--- config.mk ---
export PLATFORM = sky130hd
export DESIGN_NAME = regfile_wb_arbiter_flat
export DESIGN_NICKNAME = d
export VERILOG_FILES = /design/src/rtl/regfile_wb_arbiter_if.sv /design/src/rtl/regfile_wb_arbiter.sv /design/src/flat_wrapper.sv
export SDC_FILE = /design/constraint.sdc
export NUM_CORES = 1
export LEC_CHECK = 0
export CAP_MARGIN = 10
export CORE_AREA = 2 2 113 115
export DETAILED_ROUTE_END_ITERATION = 10
export DIE_AREA = 0 0 115 117
export GPL_TIMING_DRIVEN = 1
export HOLD_SLACK_MARGIN = 0.08
export PLACE_DENSITY = 0.79
export SLEW_MARGIN = 10
export SYNTH_ARGS = -nofsm -noshare
export SYNTH_HDL_FRONTEND = slang
export SYNTH_SLANG_ARGS = --single-unit
--- constraint.sdc ---
create_clock -name clk -period 3.8 [get_ports clk]
set_clock_uncertainty 0.2 [all_clocks]
set_input_delay 0.38 -clock clk [delete_from_list [all_inputs] [get_ports clk]]
set_output_delay 0.38 -clock clk [all_outputs]
set_load 0.02 [all_outputs]
--- src/rtl/regfile_wb_arbiter_if.sv ---
// regfile_wb_arbiter_if
//   Bundles the writeback handshakes, the scoreboard set port and the register
//   file write port used by regfile_wb_arbiter.
//   Parameters: DATA_WIDTH (write data width), ADDR_WIDTH (register address width).
//   Modports:
//     slave  - the arbiter: takes requests, hold and sb_set; drives the readys,
//              the rf_* write port and busy.
//     master - the requester/issue side: the mirror image of slave.
interface regfile_wb_arbiter_if #(
  parameter int DATA_WIDTH = 64,
  parameter int ADDR_WIDTH = 5
);
  localparam int NUM_REGS = 2 ** ADDR_WIDTH;

  logic                  a_valid;
  logic                  a_ready;
  logic [ADDR_WIDTH-1:0] a_addr;
  logic [DATA_WIDTH-1:0] a_data;
  logic                  b_valid;
  logic                  b_ready;
  logic [ADDR_WIDTH-1:0] b_addr;
  logic [DATA_WIDTH-1:0] b_data;
  logic                  hold;
  logic                  sb_set;
  logic [ADDR_WIDTH-1:0] sb_set_addr;
  logic                  rf_write;
  logic [ADDR_WIDTH-1:0] rf_wrAddr;
  logic [DATA_WIDTH-1:0] rf_wrData;
  logic [NUM_REGS-1:0]   busy;

  modport slave (
    input  a_valid, a_addr, a_data, b_valid, b_addr, b_data,
    input  hold, sb_set, sb_set_addr,
    output a_ready, b_ready, rf_write, rf_wrAddr, rf_wrData, busy
  );

  modport master (
    output a_valid, a_addr, a_data, b_valid, b_addr, b_data,
    output hold, sb_set, sb_set_addr,
    input  a_ready, b_ready, rf_write, rf_wrAddr, rf_wrData, busy
  );
endinterface

--- src/rtl/regfile_wb_arbiter.sv ---
// regfile_wb_arbiter
//   Round-robin arbiter sharing the single register file write port between
//   writeback requester A (ALU) and B (memory load). The granted write is
//   registered and appears on rf_* one cycle after the handshake. A pending-
//   write scoreboard (busy) is set by the issue stage and cleared by writeback.
//   Ports:
//     clk   - rising-edge clock
//     reset - asynchronous, active-high reset
//     bus   - regfile_wb_arbiter_if.slave (requests, readys, hold, sb_set,
//             rf_write/rf_wrAddr/rf_wrData, busy)
//   Optional feature macro: REGFILE_XZR_DROP_EN
//     When defined, register NUM_REGS-1 (zero register) is never written:
//     transfers to it still handshake and rotate priority, but rf_write stays
//     low, and busy for it is held at 0.
module regfile_wb_arbiter #(
  parameter int DATA_WIDTH = 64,
  parameter int ADDR_WIDTH = 5
) (
  input  logic                  clk,
  input  logic                  reset,
  regfile_wb_arbiter_if.slave   bus
);
  localparam int NUM_REGS = 2 ** ADDR_WIDTH;

  // Priority state: which requester won the most recent transfer.
  localparam logic [0:0] GRANT_A = 1'b0;
  localparam logic [0:0] GRANT_B = 1'b1;

  logic [0:0]            lastGrant;
  logic                  grantA;
  logic                  grantB;
  logic                  xfer;
  logic                  dropWrite;
  logic [ADDR_WIDTH-1:0] selAddr;
  logic [DATA_WIDTH-1:0] selData;
  logic                  rfWriteReg;
  logic [ADDR_WIDTH-1:0] rfAddrReg;
  logic [DATA_WIDTH-1:0] rfDataReg;
  logic [NUM_REGS-1:0]   busyReg;
  logic [NUM_REGS-1:0]   busyNext;

  // A requester wins if it is alone, or if both are valid and the other one
  // won last time. hold masks both, so at most one grant is ever high.
  assign grantA = !bus.hold && bus.a_valid && (!bus.b_valid || lastGrant == GRANT_B);
  assign grantB = !bus.hold && bus.b_valid && (!bus.a_valid || lastGrant == GRANT_A);
  assign xfer   = grantA || grantB;

  assign selAddr = grantA ? bus.a_addr : bus.b_addr;
  assign selData = grantA ? bus.a_data : bus.b_data;

`ifdef REGFILE_XZR_DROP_EN
  localparam logic [ADDR_WIDTH-1:0] XZR_ADDR = '1;
  assign dropWrite = (selAddr == XZR_ADDR);
`else
  assign dropWrite = 1'b0;
`endif

  // Clear on writeback first, then apply the issue-side set so that a younger
  // producer marking the same register on the same edge keeps it busy.
  always_comb begin
    busyNext = busyReg;
    if (xfer) begin
      busyNext[selAddr] = 1'b0;
    end
    if (bus.sb_set) begin
      busyNext[bus.sb_set_addr] = 1'b1;
    end
`ifdef REGFILE_XZR_DROP_EN
    busyNext[NUM_REGS-1] = 1'b0;
`endif
  end

  always_ff @(posedge clk or posedge reset) begin
    if (reset) begin
      lastGrant  <= GRANT_B;
      rfWriteReg <= 1'b0;
      rfAddrReg  <= '0;
      rfDataReg  <= '0;
      busyReg    <= '0;
    end else begin
      busyReg    <= busyNext;
      rfWriteReg <= xfer && !dropWrite;
      if (xfer) begin
        lastGrant <= grantB ? GRANT_B : GRANT_A;
      end
      // Dropped zero-register writes leave the write port values untouched.
      if (xfer && !dropWrite) begin
        rfAddrReg <= selAddr;
        rfDataReg <= selData;
      end
    end
  end

  assign bus.a_ready   = grantA;
  assign bus.b_ready   = grantB;
  assign bus.rf_write  = rfWriteReg;
  assign bus.rf_wrAddr = rfAddrReg;
  assign bus.rf_wrData = rfDataReg;
  assign bus.busy      = busyReg;
endmodule

--- src/flat_wrapper.sv ---
// flat-port wrapper written by rule: the top's interface ports become plain ports
module regfile_wb_arbiter_flat 
#(
  parameter int DATA_WIDTH = 64,
  parameter int ADDR_WIDTH = 5
)
  (clk, reset, bus_a_valid, bus_a_addr, bus_a_data, bus_b_valid, bus_b_addr, bus_b_data, bus_hold, bus_sb_set, bus_sb_set_addr, bus_a_ready, bus_b_ready, bus_rf_write, bus_rf_wrAddr, bus_rf_wrData, bus_busy);
  regfile_wb_arbiter_if #(.DATA_WIDTH(DATA_WIDTH), .ADDR_WIDTH(ADDR_WIDTH)) bus_i ();
  input  logic clk;
  input  logic reset;
  input wire logic [$bits(bus_i.a_valid)-1:0] bus_a_valid;
  input wire logic [$bits(bus_i.a_addr)-1:0] bus_a_addr;
  input wire logic [$bits(bus_i.a_data)-1:0] bus_a_data;
  input wire logic [$bits(bus_i.b_valid)-1:0] bus_b_valid;
  input wire logic [$bits(bus_i.b_addr)-1:0] bus_b_addr;
  input wire logic [$bits(bus_i.b_data)-1:0] bus_b_data;
  input wire logic [$bits(bus_i.hold)-1:0] bus_hold;
  input wire logic [$bits(bus_i.sb_set)-1:0] bus_sb_set;
  input wire logic [$bits(bus_i.sb_set_addr)-1:0] bus_sb_set_addr;
  output wire logic [$bits(bus_i.a_ready)-1:0] bus_a_ready;
  output wire logic [$bits(bus_i.b_ready)-1:0] bus_b_ready;
  output wire logic [$bits(bus_i.rf_write)-1:0] bus_rf_write;
  output wire logic [$bits(bus_i.rf_wrAddr)-1:0] bus_rf_wrAddr;
  output wire logic [$bits(bus_i.rf_wrData)-1:0] bus_rf_wrData;
  output wire logic [$bits(bus_i.busy)-1:0] bus_busy;
  assign bus_i.a_valid = bus_a_valid;
  assign bus_i.a_addr = bus_a_addr;
  assign bus_i.a_data = bus_a_data;
  assign bus_i.b_valid = bus_b_valid;
  assign bus_i.b_addr = bus_b_addr;
  assign bus_i.b_data = bus_b_data;
  assign bus_i.hold = bus_hold;
  assign bus_i.sb_set = bus_sb_set;
  assign bus_i.sb_set_addr = bus_sb_set_addr;
  assign bus_a_ready = bus_i.a_ready;
  assign bus_b_ready = bus_i.b_ready;
  assign bus_rf_write = bus_i.rf_write;
  assign bus_rf_wrAddr = bus_i.rf_wrAddr;
  assign bus_rf_wrData = bus_i.rf_wrData;
  assign bus_busy = bus_i.busy;
  regfile_wb_arbiter #(.DATA_WIDTH(DATA_WIDTH), .ADDR_WIDTH(ADDR_WIDTH)) u_core (.clk(clk), .reset(reset), .bus(bus_i));
endmodule
Word level (Yosys, flattened, before mapping)
Cells that the tools add are included.
{"block": "classes", "order_cmp": 4, "n_mux": 9, "n_bitwise": 4, "reduce_logical": 12}
{"operator": "32-bit two-way mux", "count": 2}
{"operator": "64-bit two-way mux", "count": 1}
{"operator": "32-bit AND", "count": 1}
{"operator": "32-bit NOT", "count": 1}
{"operator": "32-bit bitwise OR", "count": 1}
{"operator": "5-bit by 6-bit < comparator with 1-bit output, second input constant", "count": 2}
{"operator": "1-bit demux with 5-bit select", "count": 2}
{"operator": "5-bit by 1-bit greater-or-equal comparator with 1-bit output, second input constant", "count": 2}
{"operator": "1-bit logical AND", "count": 6}
{"operator": "5-bit two-way mux", "count": 1}
{"operator": "1-bit logical NOT", "count": 3}
{"operator": "1-bit logical OR", "count": 3}
{"operator": "1-bit two-way mux", "count": 3}
{"operator": "1-bit NOT", "count": 1}
{"block": "word_totals", "reg_bits": 103, "inputBits": 149, "output_inout_bits": 104, "elab_cells": 34}

Depth between registers and ports, before layout
Gate-level depths: netlist of run 1.
{"block": "logic_depth", "ltp_word": 13, "depth_mapped": 7, "depth_no_buf": 5}

Least setup slack after synthesis of run 1
No wires, ideal clock.
{"block": "synth_path", "kind": "reg-to-output", "start": "register u_core.lastGrant", "end": "output bus_b_ready", "arrival_time_ns": 1.294, "required_ns": 3.220, "setup_slack_ns": 1.926, "stages_incl_launch_ff": 5, "n_path_buf": 2, "path_cell_list": "dfstp_2 > a21o_1 > buf_2 > buf_1 > inv_1"}
{"block": "synth_via", "elab_chain_cells": 3}
{"element": "start: declaration", "line_no": "regfile_wb_arbiter.sv:29", "rtl": "logic [0:0] lastGrant;"}
{"element": "start signal: assignment", "line_no": "regfile_wb_arbiter.sv:84", "rtl": "lastGrant <= grantB ? GRANT_B : GRANT_A;"}
{"element": "1-bit NOT", "line_no": "regfile_wb_arbiter.sv:45", "rtl": "assign grantB = !bus.hold && bus.b_valid && (!bus.a_valid || lastGrant == GRANT_A);"}
{"element": "1-bit logical OR", "line_no": "regfile_wb_arbiter.sv:45"}
{"element": "1-bit logical AND", "line_no": "regfile_wb_arbiter.sv:45"}
{"element": "end: declaration", "line_no": "flat_wrapper.sv:21", "rtl": "output wire logic [$bits(bus_i.b_ready)-1:0] bus_b_ready;"}
Every way passes these cells.

Worst setup path in the final report of run 1
{"block": "layout_path", "start": "input bus_a_valid", "end": "output bus_a_ready"}
{"block": "layout_via", "elab_chain_cells": 2}
{"element": "start: declaration", "line_no": "flat_wrapper.sv:11", "rtl": "input wire logic [$bits(bus_i.a_valid)-1:0] bus_a_valid;"}
{"element": "1-bit logical AND (2 in series)", "line_no": "regfile_wb_arbiter.sv:44", "rtl": "assign grantA = !bus.hold && bus.a_valid && (!bus.b_valid || lastGrant == GRANT_B);"}
{"element": "end: declaration", "line_no": "flat_wrapper.sv:20", "rtl": "output wire logic [$bits(bus_i.a_ready)-1:0] bus_a_ready;"}
Every way passes these cells.

==> results.toml, run 1 <==
[pwr]
p_sw_share_pct = 29.0
p_sw_w = 0.000900
power_density_nw_per_um2 = 407
p_leak_nw = 3.20
p_seq_share_pct = 41.7
p_int_w = 0.00221
power.total_w = 0.00311
ir_worst_vdd_uv = 205
pwr-share-comb_pct = 28.9
clkPwrFrac_pct = 29.4

[sta]
hold_ws_ns = 0.290
rsz0062_at_grt = "false"
finalSetupViolCount = 0
hold_violations = 0
period_needed_ns = 2.90
tns_ns = 0
worst_slew_pin_slew_ns = 0.920
post-route-period-util_pct = 76.2
fmax_mhz = 345
slew_violations = 0
slew_headroom_pct = 38.6

[setup_path]
cp_max_fo = 13
crit_type = "primary input to output pin"
critPathArrivalTime_ns = 2.32
r2r_cells = 4
path_cells = "clkdlybuf4s50_1 -> nor2b_2 -> nand2_2 -> inv_1 -> clkdlybuf4s50_1"
timing.rr.end = "u_core.bus.busy[5]"
r2r_slack_ns = 1.58
cp_slowest_cell = "clkdlybuf4s50_1"
worstPathRequired_ns = 3.22
cp-end-kind = "output pin"
crit_top_cell = "clkdlybuf4s50_1"
crit_path_start_kind = "primary input"
cpPeakStageDelay_ns = 0.66
r2r_start = "u_core.lastGrant"

[clock_network]
holdBufCountCts = 0
clock-sinks = 103
insertion_delay_ns = 0.34
clk_pin_slew_ns = 0.07
cts_tree = "done"
cts_resized = 0
cts_buffers = 9
post-cts-setup-buffers = 0
clock-root-buffer = "clkbuf_16"
max-clock-path-buffers = 2
htreeDepth = 3

[synthesis]
synth_fp_nets = 658
netlist_area_um2 = 4720
async_reset_ff_share_pct = 100
seq_area_frac_synth_pct = 54.7
synth-main-ff-cell = "dfrtp_1"
synthTopCellsByArea = "dfrtp_1 (54%), nor2_1 (11%), o22ai_1 (8.5%), a32oi_1 (5.9%), o21ai_0 (3.1%)"
synth_top_area_share_pct = 54.1
synth_top_cell_by_area = "dfrtp_1"
ys_top_cells_by_count = "nor2_1 (138), dfrtp_1 (102), o22ai_1 (64), inv_1 (37), a32oi_1 (32)"
ys_seq_elements = 103
synthCells = 509
syn_area_per_cell_um2 = 9.26
ys_warn_count = 0
synth.distinct_cells = 38
synth_edf_count = 0
yosysMostFrequentCell = "nor2_1"

[global_routing]
grt_use_total_pct = 23.9
grt_pass1_vias = 4947
grt-ovfl-total = 0
antenna_found_initial = 0
grt_max_degree = 104
grt_pass1_wl_um = 25300

[finish]
area_growth_pct = 61.9
drive_above_1_share_pct = 3.85
nNetsFinal = 897
antenna_cells = 0

[job]
maxCapViolations = 0

[drt]
post-route-drc-count = 0
ant_nets = 0
first_pass_iters = 5
vias_per_cell = 5.47
dr.max_layer_used = "met4"
first_iter_violations = 323
wl_met2_um = 8220
wl_per_cell_um = 18.0
met3_length_um = 1420
vias = 4935
m1WireLength_um = 6240
totalWireLength_um = 16300

[status]
status = "finished clean"

[die]
ios = 253
die_area_um2 = 13500
start_util_pct = 38.3
die_w_um = 115
die_h_um = 117
coreArea_um2 = 12300
rows = 41

[place]
place.gp.congestion = 0.937
portBuffers = 252
dp_hpwl_um = 11800

[hold_path]
hp-class = "primary input to asynchronous set/reset pin"
-- cells in the final DEF, fill, tap and decap left out, types with 2 or more instances in the layout --
cell type	Yosys	final
clkdlybuf4s50_1	0	252
nor2_1	138	138
dfrtp_1	102	102
o22ai_1	64	64
inv_1	37	36
a32oi_1	32	32
o21ai_0	29	29
nand2_1	16	15
clkbuf_16	0	9
o21ai_1	8	8
a31oi_1	5	5
nor3b_1	5	5
nand4b_1	4	4
o2111ai_1	4	4
nor2b_1	3	3
a21oi_1	3	3
and3_1	3	3
and3b_1	3	3
nand4_1	3	3
a2111o_1	3	3
clkbuf_1	13	3
buf_4	6	3
nand3_1	2	2
or4_1	2	2
nor3_1	2	2
buf_12	0	2
-- sequential cells by signal, indices dropped and copies added (netlist names) --
register	cells
u_core.bus.rf_write	1
u_core.bus.rf_wrAddr	5
u_core.bus.busy	32
u_core.bus.rf_wrData	64
u_core.lastGrant	1
-- power by group through the flow --
stage | registers, W | clock network, W | logic, W
3_3_place_gp | 0.00130 | 0 | 0.000886
5_1_grt | 0.00131 | 0.000986 | 0.000958
4_1_cts | 0.00129 | 0.000934 | 0.000903
6_report | 0.00129 | 0.000914 | 0.000897
3_5_place_dp | 0.00131 | 0 | 0.000900
2_1_floorplan | 0.00146 | 0 | 0.000255
-- final cells by class --
cell class	instances	area, um^2
timing repair buffer	257	2580
clock buffer	13	250
fill	1009	4680
tap	150	188
sequential	103	2580
inverter	38	145
multi-input combinational	339	1840
clock inverter	3	42.5
-- cells by family after synthesis --
logic type / share of synthesized area [%]
AND/OR/NAND/NOR: 17.7
AO/OA/AOI/OAI: 21.3
flip-flops: 54.7
buffers and inverters: 6.29
-- per-stage QoR --
stage               std cells  util, %  instance area (um^2)  setup WS, ns
detailed placement        887     59.6                  7340         0.951
global route              903     62.0                  7630         0.787
CTS                       903     62.0                  7630         0.936
floorplan                 509        -                  4720         0.518
global placement          887     59.6                  7340         0.966
finish                    903     62.0                  7630         0.903
-- how the worst max path moves through the flow --
stage           startpoint                 end  slack, ns  cells after the start
2_1_floorplan        reset  u_core.bus.busy[0]       0.52                      1
3_3_place_gp   bus_a_valid         bus_a_ready       0.97                      5
3_5_place_dp   bus_a_valid         bus_a_ready       0.95                      5
4_1_cts        bus_a_valid         bus_a_ready       0.94                      5
5_1_grt        bus_a_valid         bus_a_ready       0.79                      5
6_report       bus_a_valid         bus_a_ready       0.90                      5
-- routing by layer --
| layer | vias up | track usage [%] |
|---|---|---|
| li1 | 2291 | - |
| met1 | 2364 | 28.9 |
| met2 | 248 | 42.0 |
| met3 | 32 | 4.74 |
| met4 | 0 | 9.56 |
| met5 | - | 0 |
-- critical path, delay by kind of cell --
kind	cells	cell delay (ns)
and+or+nand+nor	2	0.56
buffers and inverters	3	1.37
(Power assumes the default switching activity.)
==> inputs of run 2 (changes only) <==
Settings changed: CORE_AREA 2 2 113 115 to 2 2 118 120, DIE_AREA 0 0 115 117 to 0 0 120 122, PLACE_DENSITY 0.79 to 0.77.
Clock period 3.8 ns to 2.45 ns, I/O delays scaled along.
==> results.toml, run 2 (same netlist as run 1, synthesis figures left out) <==
[status]
status = "finished clean"

[finish]
largest_reg_flops = 64
mostFrequentLayoutCells = "clkdlybuf4s50_1 (251), nor2_1 (138), dfrtp_1 (102)"
layout_commonest_cell = "clkdlybuf4s50_1"
utilization_pct = 57.4
area_growth_pct = 64.5
fin_area_um2 = 7760
nNetsFinal = 908
antenna_cells = 0
drive_above_1_share_pct = 5.63

[die]
die_area_um2 = 14600
die_h_um = 122
rows = 43
coreArea_um2 = 13500
ios = 253
start_util_pct = 34.9
die_w_um = 120

[clock_network]
clock-root-buffer = "clkbuf_16"
clock-sinks = 103
cts_buffers = 9
insertion_delay_ns = 0.34
holdBufCountCts = 0
cts_tree = "done"
cts_resized = 0
htreeDepth = 3
post-cts-setup-buffers = 0
clk_pin_slew_ns = 0.07
max-clock-path-buffers = 2

[setup_path]
crit_type = "primary input to output pin"
r2r_slack_ns = 0.58
r2r_cells = 4
crit_top_cell = "clkdlybuf4s50_1"
cp-end-kind = "output pin"
cp_max_fo = 4
path_cells = "clkdlybuf4s50_1 -> or2b_1 -> a21o_2 -> inv_1 -> clkdlybuf4s50_1"
cp_slowest_cell = "clkdlybuf4s50_1"
cpPeakStageDelay_ns = 0.62
critPathArrivalTime_ns = 1.84
worstPathRequired_ns = 2.01
crit_path_start_kind = "primary input"

[place]
dp_hpwl_um = 12600
portBuffers = 252
post_dp_cell_area_um2 = 7470
place.gp.congestion = 0.859

[sta]
fmax_mhz = 437
post-route-period-util_pct = 93.4
slew_violations = 0
finalSetupViolCount = 0
rsz0062_at_grt = "false"
period_needed_ns = 2.29
hold_violations = 0
worst_slew_pin_slew_ns = 1.05
slew_headroom_pct = 29.7
tns_ns = 0

[drt]
first_pass_iters = 5
vias_per_cell = 5.23
wl_per_cell_um = 18.1
post-route-drc-count = 0
vias = 4934
first_iter_violations = 317
totalWireLength_um = 17000
ant_nets = 0

[global_routing]
grt-ovfl-total = 0
antenna_found_initial = 0
grt_use_total_pct = 22.8
grt_max_degree = 65
grt_pass1_vias = 4946
grt_pass1_wl_um = 26200

[pwr]
power_density_nw_per_um2 = 618
ir_worst_vdd_uv = 283
p_leak_nw = 3.26

[hold_path]
hp-class = "primary input to asynchronous set/reset pin"

[job]
maxCapViolations = 0
## run 2: cell types whose count changed in the layout (fill, tap and decap cells not counted), sizes merged
cell           change
bufinv             -1
dlymetal6s2s       +1
buf               +11
clkbuf             -4
clkdlybuf4s50      -1
clkinvlp           +3
inv                +2
## run 2: area by class of cell
| cell class | count | area, um^2 |
|---|---|---|
| fill | 1168 | 5750 |
| clock inverter | 7 | 53.8 |
| clock buffer | 9 | 225 |
| sequential | 103 | 2580 |
| tap | 180 | 225 |
| inverter | 38 | 146 |
| multi-input combinational | 339 | 1840 |
| timing repair buffer | 268 | 2680 |
## run 2: per-stage QoR
stage          power [W]  worst slack, ns  instances  hold slack, ns
5_1_grt          0.00501           0.0911        944           0.153
3_5_place_dp     0.00346            0.140        928           0.330
3_3_place_gp     0.00342            0.141        928           0.309
6_report         0.00479            0.162        944           0.110
2_1_floorplan    0.00266            0.647        509           0.189
4_1_cts          0.00483          0.00929        944           0.124
## run 2: path summary, 6_finish.rpt
check	to	start
setup / recovery	bus_b_ready	bus_hold
hold / removal	u_core.bus.rf_wrData[39]	reset
setup reg to reg	u_core.bus.busy[21]	u_core.lastGrant
hold reg to reg	u_core.bus.rf_wrData[56]	u_core.bus.rf_wrData[56]
max in group asynchronous	u_core.bus.busy[8]	reset
min in group clk	u_core.bus.rf_wrData[14]	bus_b_data[14]
## run 2: report_power, final
| part | switching [W] | internal, W | total [W] |
|---|---|---|---|
| Clock | 0.000670 | 0.000699 | 0.00137 |
| Sequential | 0.000113 | 0.00189 | 0.00201 |
| Combinational | 0.000696 | 0.000719 | 0.00142 |
## run 2: worst max-delay path: cells and delay by family
kind	cells	cell delay (ns)
compound gates	1	0.20
buf+inv	3	1.14
simple gates	1	0.25
## run 2: per-layer routing
layer	GRT usage (%)	share of wire, %	vias up
met5	0	0	-
met4	8.46	2.6	0
met3	5.76	8.2	26
met2	39.2	50	244
met1	27.5	39	2344
li1	-	-	2320
